## config.mk

```make
export PLATFORM = sky130hd
export DESIGN_NAME = bcd_serial_subtractor
export DESIGN_NICKNAME = d
export VERILOG_FILES = /design/src/rtl/bcd_serial_subtractor.sv
export SDC_FILE = /design/constraint.sdc
export NUM_CORES = 1
export LEC_CHECK = 0
export ABC_AREA = 0
export BUFFER_PORTS_ARGS = -buffer_cell sky130_fd_sc_hd__buf_2
export CORE_MARGIN = 4
export CORE_UTILIZATION = 49
export CTS_CLUSTER_SIZE = 10
export DETAILED_ROUTE_END_ITERATION = 16
export GPL_TIMING_DRIVEN = 0
export PLACE_DENSITY = 0.7
export SLEW_MARGIN = 15
export SYNTH_ARGS = -nofsm -noshare
export SYNTH_HDL_FRONTEND = slang
export SYNTH_SLANG_ARGS = --single-unit
```

## constraint.sdc

```tcl
create_clock -name clk -period 5.4 [get_ports clk]
set_clock_uncertainty 0.05 [all_clocks]
set_input_delay 1.08 -clock clk [delete_from_list [all_inputs] [get_ports clk]]
set_output_delay 1.08 -clock clk [all_outputs]
set_load 0.1 [all_outputs]
```

## src/rtl/bcd_serial_subtractor.sv

```systemverilog
// bcd_serial_subtractor: digit-serial BCD A-B via 9's-complement add, end-around carry fix-up, signed-magnitude result.
module bcd_serial_subtractor #(
   parameter int DIGITS = 4
) (
   input  logic                clk,
   input  logic                rst,
   input  logic                start,
   input  logic [4*DIGITS-1:0] a,
   input  logic [4*DIGITS-1:0] b,
   output logic                busy,
   output logic                done,
   output logic [4*DIGITS-1:0] diff,
   output logic                neg,
   output logic                invalid
);
   localparam int W  = 4 * DIGITS;
   localparam int IW = DIGITS > 1 ? $clog2(DIGITS) : 1;
   typedef enum logic [1:0] {IDLE, ADD, FIX, DONE} state_t;
   state_t         state, state_nx;
   logic [W-1:0]   ra, rb, acc, acc_nx;
   logic [IW-1:0]  idx;
   logic           c, eac, bad, bad_in, last, c_nx;
   logic [3:0]     d_nx;
   logic [4:0]     s;
   always_comb begin
      bad_in = 1'b0;
      for (int i = 0; i < DIGITS; i++)
         bad_in = bad_in | (a[4*i +: 4] > 4'd9) | (b[4*i +: 4] > 4'd9);
   end
   assign last = idx == IW'(DIGITS - 1);
   // one shared decimal digit adder serves both the ADD pass and the FIX increment
   always_comb begin
      s      = (state == ADD) ? 5'(ra[4*idx +: 4]) + 5'(4'd9 - rb[4*idx +: 4]) + 5'(c)
                              : 5'(acc[4*idx +: 4]) + 5'(c);
      c_nx   = s > 5'd9;
      d_nx   = (state == FIX && !eac) ? 4'd9 - acc[4*idx +: 4] : (c_nx ? 4'(s - 5'd10) : s[3:0]);
      acc_nx = acc;
      acc_nx[4*idx +: 4] = d_nx;
   end
   always_ff @(posedge clk or posedge rst)
      if (rst) state <= IDLE;
      else     state <= state_nx;
   always_comb begin
      state_nx = state;
      case (state)
         IDLE:    state_nx = start ? ADD : IDLE;
         ADD:     state_nx = bad ? DONE : (last ? FIX : ADD);
         FIX:     state_nx = last ? DONE : FIX;
         default: state_nx = IDLE;
      endcase
   end
   // an invalid request parks one cycle in ADD without asserting busy so done lands after edge 1
   always_comb begin
      busy = (state == ADD && !bad) || state == FIX;
      done = state == DONE;
   end
   always_ff @(posedge clk or posedge rst) begin
      if (rst) begin
         ra <= '0; rb <= '0; acc <= '0; idx <= '0; c <= 1'b0; eac <= 1'b0; bad <= 1'b0;
         diff <= '0; neg <= 1'b0; invalid <= 1'b0;
      end else if (state == IDLE && start) begin
         ra      <= a;
         rb      <= b;
         acc     <= '0;
         idx     <= '0;
         c       <= 1'b0;
         bad     <= bad_in;
         invalid <= bad_in;
         if (bad_in) begin
            diff <= '0;
            neg  <= 1'b0;
         end
      end else if (state == ADD && !bad) begin
         acc <= acc_nx;
         c   <= last ? 1'b1 : c_nx;
         eac <= last ? c_nx : eac;
         idx <= last ? '0 : idx + 1'b1;
      end else if (state == FIX) begin
         acc <= acc_nx;
         c   <= c_nx;
         idx <= last ? '0 : idx + 1'b1;
         if (last) begin
            diff <= acc_nx;
            neg  <= ~eac & (|acc_nx);
         end
      end
   end
endmodule

```

==> results.cfg, run 1 <==
[detailed_routing]
vias_per_cell = 5.94
vias = 3298
dr.pass1.iters = 4
drt_iter0_drc = 175
wire_per_inst_um = 18.1
drt-total-wl_mm = 10.0
final_antenna_net_count = 0
drcViolationCount = 0

[layout]
diodes = 0
area_growth_pct = 15.8
layout.nets = 502
layout-drive-gt1-share_pct = 27.2

[logic_synthesis]
seq_area_frac_synth_pct = 44.3
ys_warn_count = 0
synth_seq_cells = 72
ys_types = 50
yosys.area.top_type = dfrtp_1
async_reset_ff_share_pct = 100
synthCells = 383
ys.flop_type = dfrtp_1
synth_area_sq_um = 4070
syn_nets = 437
avgSynthCellArea_sq_um = 10.6
synthTopCellsByArea = dfrtp_1 (44%), mux2_2 (9.1%), mux4_2 (6.6%), ha_1 (5.2%), o21ai_0 (4.9%)
synth_top_area_share_pct = 44.3
synth_edf_count = 0

[die]
core_area_sq_um = 7890
rows = 32
die_y_um = 99.1
design.die.area_sq_um = 9820
start_util_pct = 51.6
io-pin-count = 55
die_w_um = 99.1

[worst_setup_path]
cp_max_fo = 10
rr_endpoint = diff[5]
reg2reg_slack_ns = 0.56
cp.arrival_ns = 5.05
cp-end-kind = flop
required_ns = 5.61
r2r_start = idx[1]
worstSetupPathType = flop to flop
rr_worst_depth = 15
start_kind = flop

[placement]
dp_slack_ns = 0.255
dp_hpwl_mm = 7.59
place_congestion = 0.863
io_buffers = 54

[timing]
worst_slack_ns = 0.558
setup_tns_ns = 0
hold_ws_ns = 0.433
rsz0062_at_grt = false
tightest_slew_ns = 0.808
slew_violations = 0
fmax_mhz = 207
hold_viol = 0
timing.final.crit_share_pct = 89.7
finalSetupViolCount = 0
slew_headroom_pct = 46.0
timing.final.crit_period_ns = 4.84

[clock_network]
cts-root-buf = clkbuf_8
cts.sinks = 72
cts_tree = done
clk_pin_slew_ns = 0.08
cts_inserted_buffers = 9
clockBufferDepth = 2
clkLatencyLatePin_ns = 0.36
htreeDepth = 3
post-cts-setup-buffers = 0

[grt]
grt_pass1_vias = 3350
grt_pass1_wl_mm = 16.9
grtUsageTotal_pct = 21.7
grt_overflow_total = 0
grt_start_max_net_pins = 43
antenna_found_initial = 0

[hold_path]
hold_end = diff[10]
hold_depth = 2
hold_path.class = flop to flop
worstHoldStart = diff[10]

[status]
status = complete, no violations

[flow_run]
cap_viol_max_count = 0
[flip-flops by register name (all words and copies together), names as in the netlist]
register  cells
acc          16
bad           1
c             1
diff         16
eac           1
idx           2
neg           1
ra           16
rb           16
state         2
[cell type report]
| cell class | count | area, sq um |
|---|---|---|
| clock buffers | 9 | 124 |
| inverters | 29 | 111 |
| repair buffers | 55 | 290 |
| plain buffers | 16 | 67.6 |
| flip-flops and latches | 72 | 1800 |
| well taps | 102 | 128 |
| multi-input cells | 265 | 2090 |
| clock inverters | 7 | 103 |
| fillers | 674 | 3180 |
[timing repair]
| item | CTS | global route |
|---|---|---|
| endpoints found under the hold margin | 0 | 0 |
| endpoints found under the setup margin | 0 | 18 |
| hold buffers | 0 | 0 |
| gates resized for setup | 0 | 0 |
[Yosys cell counts, types with 5 or more instances]
library cell  instances
a21oi_1               8
nand3_1               7
inv_1                29
nand2_1              40
nand4_1               5
o31ai_1               6
a21o_1                5
clkbuf_1             15
o21ai_0              40
dfrtp_1              72
nor2_1               12
a22oi_1               7
mux4_2               12
nor3_1                5
ha_1                 17
mux2_2               33
nor2b_1               5
[metrics by stage]
step / instance area [sq um] / cells / utilization [%]
floorplan: 4070 / 383 / -
global placement: 4470 / 539 / 56.6
detailed placement: 4490 / 540 / 56.9
CTS: 4710 / 556 / 59.8
global route: 4710 / 555 / 59.7
finish: 4710 / 555 / 59.7
[cells by family after synthesis]
family          synth area share [%]
xor+xnor                       0.861
flops                           44.3
simple gates                    12.9
fa+ha+maj                       6.21
mux                             16.0
buf+inv                         4.43
compound gates                  15.3
[layer usage]
layer	vias up	GRT usage (%)	share of wire, %
li1	1543	-	-
met4	0	7.98	2.1
met5	-	0	0
met2	78	33.9	48
met3	20	3.09	3.7
met1	1657	30.8	47
[how the worst max path moves through the flow]
stage                     startpoint       end  slack, ns  depth (start not counted)
after floorplan               idx[0]       neg       0.94                         16
after global placement        idx[0]       neg       0.25                         16
after detailed placement      idx[0]  diff[11]       0.26                         16
after CTS                     idx[0]   diff[5]       0.18                         16
after global routing          idx[1]   diff[5]       0.24                         16
final                         idx[1]   diff[5]       0.56                         15
[placed cells by master, fill, tap and decap left out, drive strengths merged, types with 4 or more instances in the layout]
cell type / instances
dfrtp: 72
buf: 57
o21ai: 42
nand2: 40
mux2: 33
inv: 31
clkbuf: 23
ha: 17
mux4: 12
nor2: 12
a21oi: 8
nand3: 7
a22oi: 7
o31ai: 6
nor2b: 5
nor3: 5
a21o: 5
nand4: 5
a32oi: 4
o32a: 4
a221oi: 4
and4: 4
nor4: 4
[worst max-delay path, stage by stage (launching register included)]
cell	delay, ns
dfrtp_1	0.51
clkbuf_1	0.49
mux4_2	0.39
ha_1	0.29
inv_1	0.04
ha_1	0.21
fa_1	0.50
nor2_1	0.05
a21oi_1	0.23
inv_1	0.08
ha_1	0.24
a2111o_1	0.46
and4_4	0.23
nor4_4	0.47
a22oi_1	0.23
o31ai_1	0.27
Power of run 1 is left out: the tool's default activity adds up to more than one toggle a clock period on the data nets, which glitch-free logic cannot reach.
==> run 2, diff against run 1 <==
- clock period: 5.4 -> 5.95 ns (I/O delays scaled with it)
==> results.cfg, run 2 (same netlist as run 1, synthesis figures left out) <==
[status]
status = complete, no violations

[layout]
layout_common_cells = dfrtp_1 (72), buf_2 (54), nand2_1 (40), o21ai_0 (40), mux2_2 (33)
layout.nets = 503
fin_cells = 556
final_common_cell = dfrtp_1
area_growth_pct = 15.9
fillers = 672
layout-drive-gt1-share_pct = 27.1
diodes = 0

[worst_setup_path]
cp.arrival_ns = 5.45
cp.depth = 16
start_kind = flop
worstSetupPathType = flop to flop
cp_max_fo = 10
rr_worst_depth = 16
required_ns = 6.15
crit_chain = buf_6 > clkbuf_1 > mux4_2 > ha_1 > inv_1 > ha_1 > fa_1 > nor2_1 > a21oi_1 > inv_1 > ha_1 > a2111o_1 > and4_4 > nor4_4 > a22oi_1 > o31ai_1
max_stage_delay_ns = 0.60
slowest_stage = clkbuf_1
cp-startpoint = idx[0]
r2r_start = idx[0]
critPathBufInv = 4
worst_path_most_repeated_cell = ha_1
cp-end-kind = flop
crit_family = adder cells

[timing]
finalSetupViolCount = 0
timing.final.crit_period_ns = 5.25
tightest_slew_ns = 0.815
rsz0062_at_grt = false
timing.final.crit_share_pct = 88.2
hold_ws_ns = 0.433
hold_viol = 0
fmax_mhz = 191
setup_tns_ns = 0
slew_headroom_pct = 45.6
slew_violations = 0

[die]
design.die.area_sq_um = 9820
die_y_um = 99.1
core_area_sq_um = 7890
start_util_pct = 51.6
rows = 32
die_w_um = 99.1
io-pin-count = 55

[detailed_routing]
wire_per_inst_um = 18.2
drcViolationCount = 0
vias = 3351
drt_iter0_drc = 186
vias_per_cell = 6.03
final_antenna_net_count = 0
dr.pass1.iters = 5
drt-total-wl_mm = 10.1

[placement]
io_buffers = 54
place_congestion = 0.863
dp_hpwl_mm = 7.59
dp.cells = 540

[grt]
grt_overflow_total = 0
grt_pass1_wl_mm = 16.9
grt_pass1_vias = 3350
antenna_found_initial = 0
grt_start_max_net_pins = 43
grtUsageTotal_pct = 21.7

[clock_network]
cts_tree = done
clockBufferDepth = 2
cts_inserted_buffers = 9
clk_pin_slew_ns = 0.08
cts.sinks = 72
clkLatencyLatePin_ns = 0.36
cts-hold-fix-buffers = 0
post_cts_resized = 0
cts-root-buf = clkbuf_8
post-cts-setup-buffers = 0
htreeDepth = 3

[hold_path]
hold_path.class = flop to flop
hold_depth = 2
worstHoldStart = diff[10]

[flow_run]
cap_viol_max_count = 0
-- run 2: cell count changes in the layout (fill, tap and decap cells not counted), sizes merged --
cell	previous run	this run
clkbuf	23	24
-- run 2: routing by layer --
| layer | part of all wire [%] | up-vias | wire (um) | global-route usage [%] |
|---|---|---|---|---|
| met5 | 0 | - | 0 | 0 |
| met2 | 47 | 119 | 4780 | 33.9 |
| met4 | 2.2 | 0 | 223 | 7.98 |
| met1 | 45 | 1668 | 4580 | 30.8 |
| li1 | - | 1543 | - | - |
| met3 | 5.1 | 21 | 520 | 3.09 |
-- run 2: tightest hold or removal path: cells and delay by family (launching register included) --
kind | cells | cell delay [ns]
flip-flops | 1 | 0.35
AO/OA/AOI/OAI | 1 | 0.06
AND/OR/NAND/NOR | 1 | 0.04
-- run 2: path summary, 6_finish.rpt --
check	to	slack, ns
min in group asynchronous	diff[14]	0.77
worst min-delay path	diff[10]	0.43
max in group asynchronous	ra[5]	4.53
worst max register to register	diff[5]	0.70
worst max-delay path	diff[5]	0.70
worst min register to register	diff[10]	0.43
-- run 2: stage by stage --
stage | util (%) | worst slack [ns] | area (sq um)
CTS | 59.8 | 0.727 | 4710
detailed placement | 56.9 | 0.805 | 4490
global route | 59.8 | 0.326 | 4710
floorplan | - | 1.49 | 4070
finish | 59.8 | 0.702 | 4710
global placement | 56.6 | 0.798 | 4470
-- run 2: area by class of cell --
cell class	count	area [sq um]	share of cell area, %
Buffer	17	71.3	1.51
Clock buffer	9	124	2.63
Clock inverter	7	103	2.18
Inverter	29	111	2.36
Multi-Input combinational cell	265	2090	44.2
Sequential cell	72	1800	38.2
Tap cell	102	128	2.71
Timing Repair Buffer	55	290	6.16
Power of run 2 is left out for the same reason.
==> run 3, diff against run 2 <==
- ABC_AREA: 0 -> 1
- PLACE_DENSITY: 0.7 -> 0.69
==> results.cfg, run 3 <==
[placement]
place_congestion = 0.953
dp_hpwl_mm = 8.94
io_buffers = 54
dp_slack_ns = 0.912

[worst_setup_path]
required_ns = 6.14
rr_endpoint = neg
r2r_start = idx[0]
rr_worst_depth = 30
cp-end-kind = flop
cp_max_fo = 10
slowest_stage = dfrtp_1
start_kind = flop
cp.arrival_ns = 5.26
worstSetupPathType = flop to flop
worst_path_most_repeated_cell = nand2_1
max_stage_delay_ns = 0.44
reg2reg_slack_ns = 0.89

[layout]
layout-drive-gt1-share_pct = 17.5
multi_input_area_sq_um = 2130
layout.nets = 694
final_common_cell = nand2_1
fillers = 808
diodes = 0
area_growth_pct = 15.2
ff_latch_area_sq_um = 1800
layout_common_cells = nand2_1 (188), dfrtp_1 (72), inv_1 (59), o21ai_0 (59), buf_2 (54)

[clock_network]
cts-hold-fix-buffers = 0
clockBufferDepth = 2
cts.sinks = 72
post_cts_resized = 0
cts-root-buf = clkbuf_8
post-cts-setup-buffers = 0
cts_tree = done
clk_pin_slew_ns = 0.08
htreeDepth = 3
cts_inserted_buffers = 9
clkLatencyLatePin_ns = 0.35

[timing]
slew_violations = 0
slew_headroom_pct = 60.1
fmax_mhz = 197
finalSetupViolCount = 0
setup_tns_ns = 0
hold_viol = 0
timing.final.crit_period_ns = 5.06
hold_ws_ns = 0.429
rsz0062_at_grt = false
timing.final.crit_share_pct = 85.1
tightest_slew_ns = 0.598
worst_slack_ns = 0.886

[grt]
grtUsageTotal_pct = 24.0
antenna_found_initial = 0
grt_start_max_net_pins = 55
met2_usage_pct = 35.3
grt_pass1_wl_mm = 19.2
grt_overflow_total = 0
top_usage_layer = met1
grtUsageMet1_pct = 36.5
grt_use_met3_pct = 4.13
grt_pass1_vias = 3826

[logic_synthesis]
yosys.cell_count.top_type = nand2_1
syn_nets = 628
synthCells = 574
ys_types = 39
ys.flop_type = dfrtp_1
ys_warn_count = 0
synth_top_area_share_pct = 42.0
synth_seq_cells = 72
avgSynthCellArea_sq_um = 7.48
synth_edf_count = 0
async_reset_ff_share_pct = 100
synthTopCellsByArea = dfrtp_1 (42%), nand2_1 (16%), o21ai_0 (6.9%), inv_1 (5.2%), ha_1 (5.0%)
yosys.area.top_type = dfrtp_1
synth_area_sq_um = 4290
yosys-top-cells-count = nand2_1 (188), dfrtp_1 (72), inv_1 (60)
seq_area_frac_synth_pct = 42.0

[die]
start_util_pct = 51.2
die_y_um = 102
rows = 33
core_area_sq_um = 8380
design.die.area_sq_um = 10300
io-pin-count = 55
die_w_um = 102

[status]
status = complete, no violations

[detailed_routing]
dr.pass1.iters = 5
drcViolationCount = 0
vias = 4036
drt-total-wl_mm = 11.7
wire_per_inst_um = 15.6
drt_iter0_drc = 248
vias_per_cell = 5.38
final_antenna_net_count = 0

[hold_path]
hold_depth = 2
hold_end = diff[2]
worstHoldStart = diff[2]
hold_path.class = flop to flop

[flow_run]
cap_viol_max_count = 0
==> run 3: changes by cell type in the layout (fill, tap and decap cells not counted), sizes merged, moves of 12 or more <==
cell / delta
nand3: +23
mux4: -12
nand2: +164
nor2: +29
inv: +35
mux2: -33
o21ai: +26
==> run 3: logic make-up after synthesis <==
family / Yosys count / share of synthesized area, %
flops: 72 / 42.0
xor+xnor: 3 / 0.612
buf+inv: 90 / 8.43
compound gates: 97 / 12.5
fa+ha+maj: 19 / 5.89
simple gates: 293 / 30.6
==> run 3: layout make-up <==
| cell class | count | share of cell area, % |
|---|---|---|
| clock inverters | 4 | 1.54 |
| clock buffers | 12 | 2.94 |
| flip-flops and latches | 72 | 36.4 |
| well taps | 105 | 2.66 |
| inverters | 67 | 5.24 |
| plain buffers | 23 | 2.13 |
| multi-input cells | 412 | 43.0 |
| repair buffers | 55 | 6.02 |
==> run 3: worst max-delay path: cells and delay by family (launching register included) <==
| kind | cells | cell delay (ns) |
|---|---|---|
| AND/OR/NAND/NOR | 17 | 1.61 |
| buffers and inverters | 7 | 1.50 |
| adder cells (fa/ha/maj) | 4 | 1.12 |
| flip-flops | 1 | 0.44 |
| AO/OA/AOI/OAI | 2 | 0.23 |
==> run 3: how the worst max path moves through the flow <==
| stage | startpoint | endpoint | slack, ns | depth (start not counted) |
|---|---|---|---|---|
| 6_report | idx[0] | neg | 0.89 | 30 |
| 5_1_grt | idx[0] | neg | 0.45 | 29 |
| 4_1_cts | idx[0] | neg | 0.91 | 30 |
| 3_5_place_dp | idx[0] | neg | 0.91 | 30 |
| 3_3_place_gp | idx[0] | neg | 1.00 | 30 |
| 2_1_floorplan | idx[0] | neg | 1.80 | 30 |
==> run 3: through the flow <==
| step | area [sq um] | utilization (%) | std cells |
|---|---|---|---|
| final | 4940 | 59.0 | 750 |
| after global routing | 4940 | 59.0 | 750 |
| after CTS | 4940 | 59.0 | 750 |
| after detailed placement | 4720 | 56.4 | 734 |
| after global placement | 4690 | 56.0 | 733 |
| after floorplan | 4290 | - | 574 |
==> run 3: layer usage <==
layer  wire (um)  vias to the layer above  share of wire, %
li1            -                     1970                 -
met5           0                        -                 0
met1        5730                     1916                49
met2        5030                      136                43
met4         157                        0               1.3
met3         742                       14               6.4
Power of run 3 is left out for the same reason.
